<file path="src/rtl/i2s_pkg.sv">
// Shared constants and helpers for the I2S master transmitter slice.
package i2s_pkg;

   localparam int I2S_BITSIZE  = 24;
   localparam int I2S_SLOTBITS = 32;
   localparam int I2S_CLKDIV   = 8;

   // Width of a counter spanning both channel slots of one frame.
   function automatic int fposWidth(input int slotBits);
      return $clog2(2 * slotBits);
   endfunction

endpackage

</file>
<file path="src/rtl/i2s_clkgen.sv">
// Bit-clock generator: divides clk down to bclk and tracks the bit position
// within the stereo frame, advancing on each bclk falling edge.
import i2s_pkg::*;

module i2s_clkgen #(
   parameter int CLKDIV   = I2S_CLKDIV,
   parameter int SLOTBITS = I2S_SLOTBITS,
   parameter int FPW      = fposWidth(SLOTBITS)
) (
   input  logic           clk,
   input  logic           reset,
   output logic           bclk,
   output logic           fall_tick,
   output logic [FPW-1:0] fpos,
   output logic           frame_wrap
);

   localparam int             DW        = (CLKDIV > 1) ? $clog2(CLKDIV) : 1;
   localparam logic [DW-1:0]  DIV_LAST  = DW'(CLKDIV - 1);
   localparam logic [FPW-1:0] FPOS_LAST = FPW'(2 * SLOTBITS - 1);

   logic [DW-1:0]  r_div;
   logic           r_bclk;
   logic [FPW-1:0] r_fpos;
   logic           w_term;
   logic           w_fall;
   logic           w_wrap;

   assign w_term = (r_div == DIV_LAST);
   assign w_fall = w_term && r_bclk;
   assign w_wrap = w_fall && (r_fpos == FPOS_LAST);

   // fpos resets to the last position so the very first fall tick opens a left slot.
   always_ff @(posedge clk) begin
      if (reset) begin
         r_div  <= '0;
         r_bclk <= 1'b0;
         r_fpos <= FPOS_LAST;
      end else begin
         if (w_term) begin
            r_div  <= '0;
            r_bclk <= ~r_bclk;
         end else begin
            r_div <= r_div + DW'(1);
         end
         if (w_fall) begin
            r_fpos <= w_wrap ? '0 : r_fpos + FPW'(1);
         end
      end
   end

   assign bclk       = r_bclk;
   assign fall_tick  = w_fall;
   assign fpos       = r_fpos;
   assign frame_wrap = w_wrap;

endmodule

</file>
<file path="src/rtl/i2s_master_tx.sv">
// Stereo I2S transmitter acting as clock master (owns bclk/lrclk).
// Define I2S_MASTER_TX_LEFT_JUSTIFIED_EN for left-justified data instead of standard I2S.
import i2s_pkg::*;

module i2s_master_tx #(
   parameter int BITSIZE  = I2S_BITSIZE,
   parameter int SLOTBITS = I2S_SLOTBITS,
   parameter int CLKDIV   = I2S_CLKDIV
) (
   input  logic               clk,
   input  logic               reset,
   input  logic [BITSIZE-1:0] left_in,
   input  logic [BITSIZE-1:0] right_in,
   input  logic               in_valid,
   output logic               in_ready,
   output logic               bclk,
   output logic               lrclk,
   output logic               sdata,
   output logic               frame_start,
   output logic               underflow
);

   localparam int FPW = fposWidth(SLOTBITS);
   localparam int IW  = (BITSIZE > 1) ? $clog2(BITSIZE) : 1;

   logic               w_fallTick;
   logic               w_frameWrap;
   logic [FPW-1:0]     w_fpos;

   logic [BITSIZE-1:0] r_holdL;
   logic [BITSIZE-1:0] r_holdR;
   logic               r_pending;
   logic [BITSIZE-1:0] r_shadowL;
   logic [BITSIZE-1:0] r_shadowR;
   logic               r_lrclk;
   logic               r_sdata;
   logic               r_frameStart;
   logic               r_underflow;

   logic               w_accept;
   logic               w_load;
   logic [BITSIZE-1:0] w_shadowLNext;
   logic [BITSIZE-1:0] w_shadowRNext;
   int                 w_nextFpos;
   int                 w_slotPos;
   logic               w_nextLr;
   logic [BITSIZE-1:0] w_word;
   logic [IW-1:0]      w_idx;
   logic               w_bit;

   i2s_clkgen #(
      .CLKDIV   (CLKDIV),
      .SLOTBITS (SLOTBITS),
      .FPW      (FPW)
   ) u_clkgen (
      .clk        (clk),
      .reset      (reset),
      .bclk       (bclk),
      .fall_tick  (w_fallTick),
      .fpos       (w_fpos),
      .frame_wrap (w_frameWrap)
   );

   assign w_accept      = in_valid && !r_pending;
   assign w_load        = w_frameWrap && r_pending;
   assign w_shadowLNext = w_load ? r_holdL : r_shadowL;
   assign w_shadowRNext = w_load ? r_holdR : r_shadowR;

   // Serializer looks at the position being entered on this fall tick and at the
   // shadow value that will be current then, so outputs change with bclk falling.
   always_comb begin
      w_nextFpos = w_frameWrap ? 0 : int'(w_fpos) + 1;
      w_nextLr   = (w_nextFpos >= SLOTBITS);
      w_slotPos  = w_nextLr ? w_nextFpos - SLOTBITS : w_nextFpos;
      w_word     = w_nextLr ? w_shadowRNext : w_shadowLNext;
      w_idx      = '0;
      w_bit      = 1'b0;
`ifdef I2S_MASTER_TX_LEFT_JUSTIFIED_EN
      if (w_slotPos < BITSIZE) begin
         w_idx = IW'(BITSIZE - 1 - w_slotPos);
         w_bit = w_word[w_idx];
      end
`else
      if (w_slotPos >= 1 && w_slotPos <= BITSIZE) begin
         w_idx = IW'(BITSIZE - w_slotPos);
         w_bit = w_word[w_idx];
      end
`endif
   end

   // An accept coinciding with a frame load stays in holding; the load uses the old pending.
   always_ff @(posedge clk) begin
      if (reset) begin
         r_holdL      <= '0;
         r_holdR      <= '0;
         r_pending    <= 1'b0;
         r_shadowL    <= '0;
         r_shadowR    <= '0;
         r_lrclk      <= 1'b1;
         r_sdata      <= 1'b0;
         r_frameStart <= 1'b0;
         r_underflow  <= 1'b0;
      end else begin
         if (w_accept) begin
            r_holdL   <= left_in;
            r_holdR   <= right_in;
            r_pending <= 1'b1;
         end else if (w_load) begin
            r_pending <= 1'b0;
         end
         r_shadowL    <= w_shadowLNext;
         r_shadowR    <= w_shadowRNext;
         r_frameStart <= w_frameWrap;
         r_underflow  <= w_frameWrap && !r_pending;
         if (w_fallTick) begin
            r_lrclk <= w_nextLr;
            r_sdata <= w_bit;
         end
      end
   end

   assign in_ready    = !r_pending;
   assign lrclk       = r_lrclk;
   assign sdata       = r_sdata;
   assign frame_start = r_frameStart;
   assign underflow   = r_underflow;

endmodule

</file>
<file path="config.mk">
export PLATFORM = sky130hd
export DESIGN_NAME = i2s_master_tx
export DESIGN_NICKNAME = d
export VERILOG_FILES = /design/src/rtl/i2s_pkg.sv /design/src/rtl/i2s_clkgen.sv /design/src/rtl/i2s_master_tx.sv
export SDC_FILE = /design/constraint.sdc
export NUM_CORES = 1
export LEC_CHECK = 0
export CAP_MARGIN = 20
export CORE_MARGIN = 2
export CORE_UTILIZATION = 50
export CTS_CLUSTER_DIAMETER = 150
export DETAILED_ROUTE_END_ITERATION = 10
export GPL_ROUTABILITY_DRIVEN = 0
export GPL_TIMING_DRIVEN = 0
export PLACE_DENSITY_LB_ADDON = 0.1
export SLEW_MARGIN = 15
export SYNTH_ARGS = -nofsm -noshare
export SYNTH_HDL_FRONTEND = slang
export SYNTH_SLANG_ARGS = --single-unit
</file>
<file path="constraint.sdc">
create_clock -name clk -period 4.3 [get_ports clk]
set_clock_uncertainty 0.1 [all_clocks]
set_input_delay 0.86 -clock clk [delete_from_list [all_inputs] [get_ports clk]]
set_output_delay 0.86 -clock clk [all_outputs]
set_load 0.01 [all_outputs]
</file>
==> results of run 1 <==
==> Yosys cell counts (4+ instances only) <==
cell        n  area share
nand2_1   205        0.16
dfxtp_1   111        0.47
a21oi_1   102        0.11
clkbuf_1   32       0.025
nor2_1     18       0.014
mux2i_1    14       0.030
nor3_1     11       0.012
nand3_1    10       0.011
o21ai_0    10       0.011
buf_2       9      0.0095
ha_1        5       0.013
a211oi_1    4      0.0064
inv_1       4      0.0032
==> registers in the layout, indices dropped and copies added (netlist names) <==
register        count
r_holdR            24
r_pending           1
r_holdL            24
r_shadowL          24
r_shadowR          24
frame_start         1
u_clkgen.bclk       1
sdata               1
u_clkgen.fpos       6
underflow           1
u_clkgen.r_div      3
lrclk               1
==> per-layer routing <==
| metal | share of wire | wire, um | vias to the layer above | GRT usage |
|---|---|---|---|---|
| met5 | 0 | 0 | - | 0 |
| met4 | 0.023 | 272 | 0 | 0.0863 |
| met3 | 0.063 | 751 | 24 | 0.0331 |
| met2 | 0.46 | 5420 | 144 | 0.390 |
| met1 | 0.46 | 5390 | 1963 | 0.323 |
| li1 | - | - | 2172 | - |
==> final timing paths <==
path	end	slack, ps	cells past startpoint
min reg2reg	u_clkgen.r_div[0]	340	1
min	u_clkgen.r_div[0]	340	1
max	sdata	1200	12
max reg2reg	sdata	1200	12
==> worst max-delay path: cells and delay by family, from the launching register on <==
kind | cells | cell delay (ps)
AOI/OAI and AO/OA | 4 | 870
and+or+nand+nor | 4 | 770
adders and majority gates | 2 | 450
buffers and inverters | 2 | 430
DFF | 1 | 350
==> metrics by stage <==
stage / cells / setup WS (ps) / utilization / hold slack, ps
2_1_floorplan: 604 / 1670 / - / 304
3_3_place_gp: 771 / 1390 / 0.590 / 324
3_5_place_dp: 771 / 1300 / 0.590 / 330
4_1_cts: 787 / 1270 / 0.609 / 347
5_1_grt: 787 / 998 / 0.609 / 365
6_report: 787 / 1200 / 0.609 / 341
==> power by group <==
group	internal [mW]	leakage, nW	total [mW]	switching (mW)
registers	1.06	0.902	1.07	0.0183
clock network	0.222	0.0936	0.590	0.369
logic	0.0658	1.05	0.130	0.0638
==> layout make-up <==
| cell class | count | area [um2] |
|---|---|---|
| inverters | 4 | 15.0 |
| flip-flops and latches | 111 | 2220 |
| clock inverters | 6 | 51.3 |
| repair buffers | 56 | 561 |
| well taps | 111 | 139 |
| multi-input cells | 443 | 2280 |
| clock buffers | 10 | 128 |
| plain buffers | 46 | 203 |
| fillers | 872 | 3590 |
==> kinds of logic (layout without fill, tap and decap cells) <==
group           after synthesis  after routing  synth area share
buf+inv                      50            122            0.0461
simple gates                273            273             0.242
flops                       111            111             0.470
compound gates              144            144             0.179
xor+xnor                      3              3           0.00556
mux                          18             18            0.0440
fa+ha+maj                     5              5            0.0132
==> results.md, run 1 <==
- HPWL Detailed: 8740 um
- Part of the Yosys area used for sequential elements: 0.470
- P_leak: 2.05 nW
- Chip Height: 101 um
- CTS Hold Buffers Added: 0
- CTS tree: built
- DR pass1 iterations: 7
- Syn nets: 660
- CP Capture Type: flip-flop
- Crit Path Class: reg -> reg
- Total gr overflow: 0
- Die W: 101 um
- Initial core utilization: 0.514
- Design Area, Final: 5600 um2
- Crit start category: flip-flop
- Critical Path Start: u_clkgen.r_div[0]
- Cell Area, Synth: 4720 um2
- Distinct cells, synth: 55
- Antenna cells: 0
- CTS buffer count: 9
- Layout area overhead: 18.6%
- Post-Syn Area per Cell: 7.82 um2
- Max-cap violation count: 0
- Worst hold start: u_clkgen.r_div[0]
- Clk root buf: clkbuf_8
- Synth Instances: 604
- Total die area: 10200 um2
- Post-synth EDFFs: 0
- Commonest non-fill, non-tap cells in the layout: nand2_1 (205), dfxtp_1 (111), a21oi_1 (102)
- Via Count: 4303
- Total GRT Usage: 0.238
- Clock tree buffer depth: 2
- Cell area power density: 320 nW/um2
- Worst-Margin Slew: 921 ps
- Final net count: 727
- Vias in the first global route: 3984
- Post-layout minimum cycle time: 3100 ps
- Post_cts resized: 0
- Most used flip-flop cell after synthesis: dfxtp_1
- Crit path largest cell delay: 470 ps
- Critical path's slowest cell: a2111oi_0
- Commonest non-fill, non-tap cell in the layout: nand2_1
- Num ports: 57
- Total power: 1.79 mW
- Unrepaired setup endpoints after global routing: false
- Final hold violation count: 0
- Setup TNS: 0 ps
- Core Box Area: 9200 um2
- Worst vdd ir: 169 uV
- Routed vias/inst: 5.47
- PortBufs: 56
- Worst-path clk slew: 110 ps
- Detailed-route wire length per cell: 15.0 um
- #FFs+latches synth: 111
- Final WL: 11800 um
- DRT iter0 DRCs: 190
- H-tree depth reported by CTS: 3
- Post-route ant nets: 0
- Maximum clock frequency: 323 MHz
- Layout cell share with drive strength beyond 1: 0.0636
- Worst EP arrival: 3240 ps
- Crit path required time: 4440 ps
- Initial antenna violation count: 0
- # setup viols final: 0
- Hold Crit Class: reg -> reg
- Yosys warns: 0
- Cell Area, Placed: 5420 um2
- # DRC: 0
- Clk Latency, worst-skew pair: 380 ps
- Asr flop ratio synth: 0
- Final Max Slew Viols: 0
- Worst r2r src: u_clkgen.r_div[0]
- Post CTS Setup Buffer Count: 0
- Period utilization: 0.721
- Largest net degree at the start of global routing: 20
- Status: complete, no violations
- Crit-path max FO: 10
- CTS Sinks: 111
- Critical Path, Cell by Cell: ha_1 -> ha_1 -> nand2_2 -> nor3_2 -> or2_0 -> buf_2 -> buf_2 -> nand2_1 -> a2111oi_0 -> a311oi_1 -> o21ai_0 -> a311oi_2
- Max_slew headroom: 0.381
- Row cnt: 35
- Global-route wire length before repair: 19200 um
(Power assumes the default switching activity.)
==> run 2, diff against run 1 <==
Clock period 4.3 ns to 3.1 ns, I/O delays scaled along.
==> run 2 against run 1 <==
Register-to-register slack lost 1000 ps. Largest power group unchanged. Die area unchanged. Critical endpoint unchanged. Critical path type unchanged. Clock-buffer cell count is the same. Routed wire length up 0.16%. Sequential share of layout area decreased by 0.093 points.
==> results.md, run 2 (synthesis gave the netlist of run 1 again) <==
- Status: complete, no violations
- Layout cell share with drive strength beyond 1: 0.0680 (+0.00444)
- Commonest non-fill, non-tap cell in the layout: nand2_1
- Critical Path, Cell by Cell: ha_1 -> ha_2 -> nand2_2 -> a31oi_2 -> a21oi_4 -> mux4_2 -> o21a_1 -> a31oi_1 -> o221a_1 -> a311oi_2
- Pre-CTS setup slack: 174 ps (-1130 ps)
- Global-route wire length before repair: 19200 um (unchanged)
- Critical path's slowest cell: mux4_2
- Largest net degree at the start of global routing: 20 (unchanged)
- CTS Sinks: 111 (unchanged)
- Core Box Area: 9200 um2 (unchanged)
- # setup viols final: 0 (unchanged)
- CTS tree: built
- Worst-Margin Slew: 905 ps (-15.9 ps)
- Final Max Slew Viols: 0 (unchanged)
- Crit Path Class: reg -> reg
- Chip Height: 101 um (unchanged)
- Crit path largest cell delay: 540 ps (+70 ps)
- Worst EP arrival: 3060 ps (-180 ps)
- H-tree depth reported by CTS: 3 (unchanged)
- Crit start category: flip-flop
- Row cnt: 35 (unchanged)
- Post-route ant nets: 0 (unchanged)
- Antenna cells: 0 (unchanged)
- Final WL: 11900 um (+0.16%)
- Footprint of the multi-input gates: 2300 um2 (+0.66%)
- Maximum clock frequency: 343 MHz (+6.3%)
- Clock tree buffer depth: 2 (unchanged)
- Crit-path max FO: 8 (-2)
- Period utilization: 0.941 (+0.220)
- Setup TNS: 0 ps (unchanged)
- Hold Crit Class: reg -> reg
- Hold path depth: 1 (unchanged)
- Clk Latency, worst-skew pair: 380 ps (about the same)
- Initial core utilization: 0.514 (unchanged)
- Routed vias/inst: 5.49 (+0.44%)
- Post-Place Cells: 771 (unchanged)
- CTS buffer count: 9 (unchanged)
- PortBufs: 56 (unchanged)
- Final net count: 727 (unchanged)
- Total die area: 10200 um2 (unchanged)
- Worst vdd ir: 235 uV (+39%)
- DRT iter0 DRCs: 212 (+12%)
- Clk root buf: clkbuf_8
- Final core utilization: 0.611 (+0.00177)
- Cell area power density: 444 nW/um2 (+39%)
- Total gr overflow: 0 (unchanged)
- Layout Cells excl Fill: 787 (unchanged)
- Via Count: 4322 (+0.44%)
- HPWL Detailed: 8740 um (unchanged)
- Detailed-route wire length per cell: 15.1 um (+0.16%)
- Cell Area, Placed: 5420 um2 (unchanged)
- Worst-path clk slew: 110 ps (about the same)
- Crit path required time: 3240 ps (-1200 ps)
- Final hold violation count: 0 (unchanged)
- Commonest non-fill, non-tap cells in the layout: nand2_1 (205), dfxtp_1 (110), a21oi_1 (102)
- P_leak: 2.04 nW (about the same)
- Layout area overhead: 18.9%
- Unrepaired setup endpoints after global routing: false
- Vias in the first global route: 3984 (unchanged)
- Max-cap violation count: 0 (unchanged)
- Design Area, Final: 5620 um2 (+0.29%)
- Die W: 101 um (unchanged)
- CP Capture Type: flip-flop
- Post-layout minimum cycle time: 2920 ps (-183 ps)
- Initial antenna violation count: 0 (unchanged)
- DR pass1 iterations: 5 (-2)
- Total GRT Usage: 0.238 (unchanged)
- Final WS setup: 182 ps (-1020 ps)
- Num ports: 57 (unchanged)
- Fillcell total: 868 (-0.46%)
- # DRC: 0 (unchanged)
- Reg2Reg Depth: 10 (-2)
- Reg area: 2220 um2 (about the same)
- CTS Hold Buffers Added: 0 (unchanged)
- Max_slew headroom: 0.391 (+0.0107)
## run 2: area by class of cell
type / instances / area share
multi-input combinational: 443 / 0.409
sequential: 111 / 0.396
timing repair buffer: 56 / 0.0998
buffer: 46 / 0.0361
tap: 111 / 0.0247
clock buffer: 10 / 0.0227
clock inverter: 6 / 0.00913
inverter: 4 / 0.00267
## run 2: metrics by stage
stage | hold slack [ps] | power, mW
2_1_floorplan | 304 | 1.60
6_report | 341 | 2.50
5_1_grt | 365 | 2.59
3_3_place_gp | 324 | 1.70
3_5_place_dp | 330 | 1.70
4_1_cts | 347 | 2.51
## run 2: report_power, final
group	total (mW)	internal (mW)	switching, mW
clock	0.826	0.308	0.518
sequential	1.49	1.46	0.0253
combinational	0.180	0.0913	0.0884
## run 2: metal layers
layer	track usage	vias to the layer above	routed length (um)
li1	-	2173	-
met1	0.323	1954	5410
met2	0.390	167	5430
met3	0.0331	28	732
met4	0.0863	0	282
met5	0	-	0
## run 2: repair_timing
item                                    CTS  global route
setup buffers                             0             0
hold endpoints to repair                  0             0
gates resized for setup                   0             5
endpoints found under the setup margin    0             1
## run 2: critical path, delay by kind of cell, from the launching register on
family | cells | cell delay (ps)
fa+ha+maj | 2 | 410
compound gates | 6 | 1210
simple gates | 1 | 170
mux | 1 | 540
flops | 1 | 330
## run 2: path summary, 6_finish.rpt
path | start | to | slack [ps]
hold / removal | u_clkgen.r_div[0] | u_clkgen.r_div[0] | 340
setup / recovery | u_clkgen.r_div[0] | sdata | 180
hold reg to reg | u_clkgen.r_div[0] | u_clkgen.r_div[0] | 340
setup reg to reg | u_clkgen.r_div[0] | sdata | 180
==> run 3, diff against run 2 <==
Settings changed: GPL_ROUTABILITY_DRIVEN 0 to not set.
==> run 3 against run 2 <==
Clock-buffer cell count unchanged. Power grew 0.42%. Critical path depth up 2. Largest cell class unchanged. Maximum frequency grew 1.6%. Via count shrank 0.76%. Cell count is 0.13% lower.
==> results.md, run 3 (synthesis gave the netlist of run 1 again) <==
- Cell Area, Placed: 5420 um2 (unchanged)
- Critical Path Start: u_clkgen.r_div[0]
- Commonest non-fill, non-tap cells in the layout: nand2_1 (205), dfxtp_1 (110), a21oi_1 (102)
- Global-route wire length before repair: 19300 um (+0.43%)
- Fin Hold WS: 352 ps (+11.2 ps)
- Maximum clock frequency: 348 MHz (+1.6%)
- Layout area overhead: 19.0% (about the same)
- Reg2Reg Depth: 12 (+2)
- CTS buffer count: 9 (unchanged)
- CTS tree: built
- Row cnt: 35 (unchanged)
- GPL Wtd Cong: 0.950
- Final hold violation count: 0 (unchanged)
- Clock tree buffer depth: 2 (unchanged)
- Via Count: 4289 (-0.76%)
- H-tree depth reported by CTS: 3 (unchanged)
- Initial antenna violation count: 0 (unchanged)
- DR top layer: met4
- WL met2: 5570 um (+2.6%)
- Cell family with most CP delay: compound AO/OA/AOI/OAI gates
- Crit Path Class: reg -> reg
- Layout cell share with drive strength beyond 1: 0.0681 (+0.000101)
- Setup TNS: 0 ps (unchanged)
- Routed vias/inst: 5.46 (-0.64%)
- Unrepaired setup endpoints after global routing: false
- DRT iter0 DRCs: 218 (+2.8%)
- Levels on crit path: 12 (+2)
- Critical path's slowest cell: a2111oi_2
- Post-layout minimum cycle time: 2870 ps (-45.0 ps)
- Worst r2r src: u_clkgen.r_div[0]
- Design Area, Final: 5620 um2 (about the same)
- Fillcell total: 891 (+2.6%)
- Final WL: 11900 um (+0.78%)
- PortBufs: 56 (unchanged)
- Layout Cells excl Fill: 786 (-0.13%)
- Final net count: 727 (unchanged)
- Vias in the first global route: 4013 (+0.73%)
- Chip Height: 101 um (unchanged)
- Status: complete, no violations
- Worst-Margin Slew: 938 ps (+32.8 ps)
- Num ports: 57 (unchanged)
- Commonest non-fill, non-tap cell in the layout: nand2_1
- R2r setup slk: 230 ps (+50 ps)
- Met1 Wirelength: 5620 um (+3.9%)
- Worst-path clk slew: 110 ps (about the same)
- Final core utilization: 0.611 (about the same)
- Worst R2R End: sdata
- Critical Path, Cell by Cell: ha_1 -> ha_2 -> nand2_2 -> nor3_2 -> or2_0 -> buf_2 -> buf_2 -> nand2_1 -> a2111oi_2 -> a311oi_1 -> o21ai_0 -> a311oi_2
- Core Box Area: 9200 um2 (unchanged)
- WP buf/inv: 2 (+2)
- Metal3 WL: 487 um (-33%)
- Total die area: 10200 um2 (unchanged)
- Period utilization: 0.927 (-0.0145)
- DR pass1 iterations: 5 (unchanged)
- Critical Path Most Common Cell: buf_2
- Max_slew headroom: 0.369 (-0.0220)
- Cell area power density: 446 nW/um2 (+0.40%)
- Crit start category: flip-flop
- Crit-path max FO: 10 (+2)
- Total gr overflow: 0 (unchanged)
- P_leak: 2.05 nW (+0.17%)
- Largest net degree at the start of global routing: 20 (unchanged)
- Crit path required time: 3240 ps (about the same)
- Post-route ant nets: 0 (unchanged)
- Max-cap violation count: 0 (unchanged)
- Die W: 101 um (unchanged)
- # setup viols final: 0 (unchanged)
- Final Max Slew Viols: 0 (unchanged)
- Worst setup path endpoint: sdata
- Clk root buf: clkbuf_8
- Initial core utilization: 0.514 (unchanged)
- Worst vdd ir: 273 uV (+17%)
- CTS Sinks: 111 (unchanged)
- Post-Place Cells: 771 (unchanged)
- CP Capture Type: flip-flop
- Antenna cells: 0 (unchanged)
- Hold Crit Class: reg -> reg
- Total GRT Usage: 0.240 (+0.00163)
- Crit path largest cell delay: 390 ps (-150 ps)
- Detailed-route wire length per cell: 15.2 um (+0.90%)
- Worst EP arrival: 3010 ps (-50 ps)
- Clk Latency, worst-skew pair: 380 ps (about the same)
- HPWL Detailed: 8960 um (+2.5%)
- # DRC: 0 (unchanged)
run 3: cell count changes in the layout (fill, tap and decap cells not counted):
cell and delta:
clkbuf_1 -1, clkbuf_8 +1, clkinv_2 -1, inv_6 -1
inv_8 +1, nor3_2 +1, nor3_4 -1
run 3: how the worst min path moves through the flow:
stage,start,end,slack [ps],cells after the start
2_1_floorplan,u_clkgen.r_div[0],u_clkgen.r_div[0],300,1
3_3_place_gp,u_clkgen.r_div[0],u_clkgen.r_div[0],320,1
3_5_place_dp,r_shadowL[9],r_shadowL[9],340,2
4_1_cts,r_shadowL[9],r_shadowL[9],350,2
5_1_grt,u_clkgen.r_div[0],u_clkgen.r_div[0],370,1
6_report,u_clkgen.r_div[0],u_clkgen.r_div[0],350,1
run 3: layer usage:
metal,vias up,GRT usage
met4,0,0.0769
li1,2173,-
met2,109,0.396
met5,-,0
met3,23,0.0393
met1,1984,0.324
run 3: area by class of cell:
cell class	instances	area, um2	share of cell area
repair buffers	56	561	0.0998
plain buffers	46	203	0.0361
clock inverters	5	48.8	0.00868
flip-flops and latches	111	2220	0.396
multi-input cells	443	2290	0.408
well taps	111	139	0.0247
inverters	4	15.0	0.00267
clock buffers	10	138	0.0245
run 3: what timing repair did:
item	CTS	global route
hold buffers	0	0
gates resized for setup	0	4
buffers inserted	0	0
endpoints found under the setup margin	0	1
run 3: power breakdown:
| part | total (mW) | switching, mW | internal (mW) | leakage (nW) |
|---|---|---|---|---|
| registers | 1.49 | 0.0248 | 1.46 | 0.902 |
| logic | 0.180 | 0.0889 | 0.0915 | 1.05 |
| clock network | 0.836 | 0.507 | 0.329 | 0.0972 |
run 3: per-stage QoR:
step	power [mW]	setup slack [ps]
3_3_place_gp	1.70	197
3_5_place_dp	1.70	177
4_1_cts	2.53	137
6_report	2.51	227
2_1_floorplan	1.60	467
5_1_grt	2.60	4.81
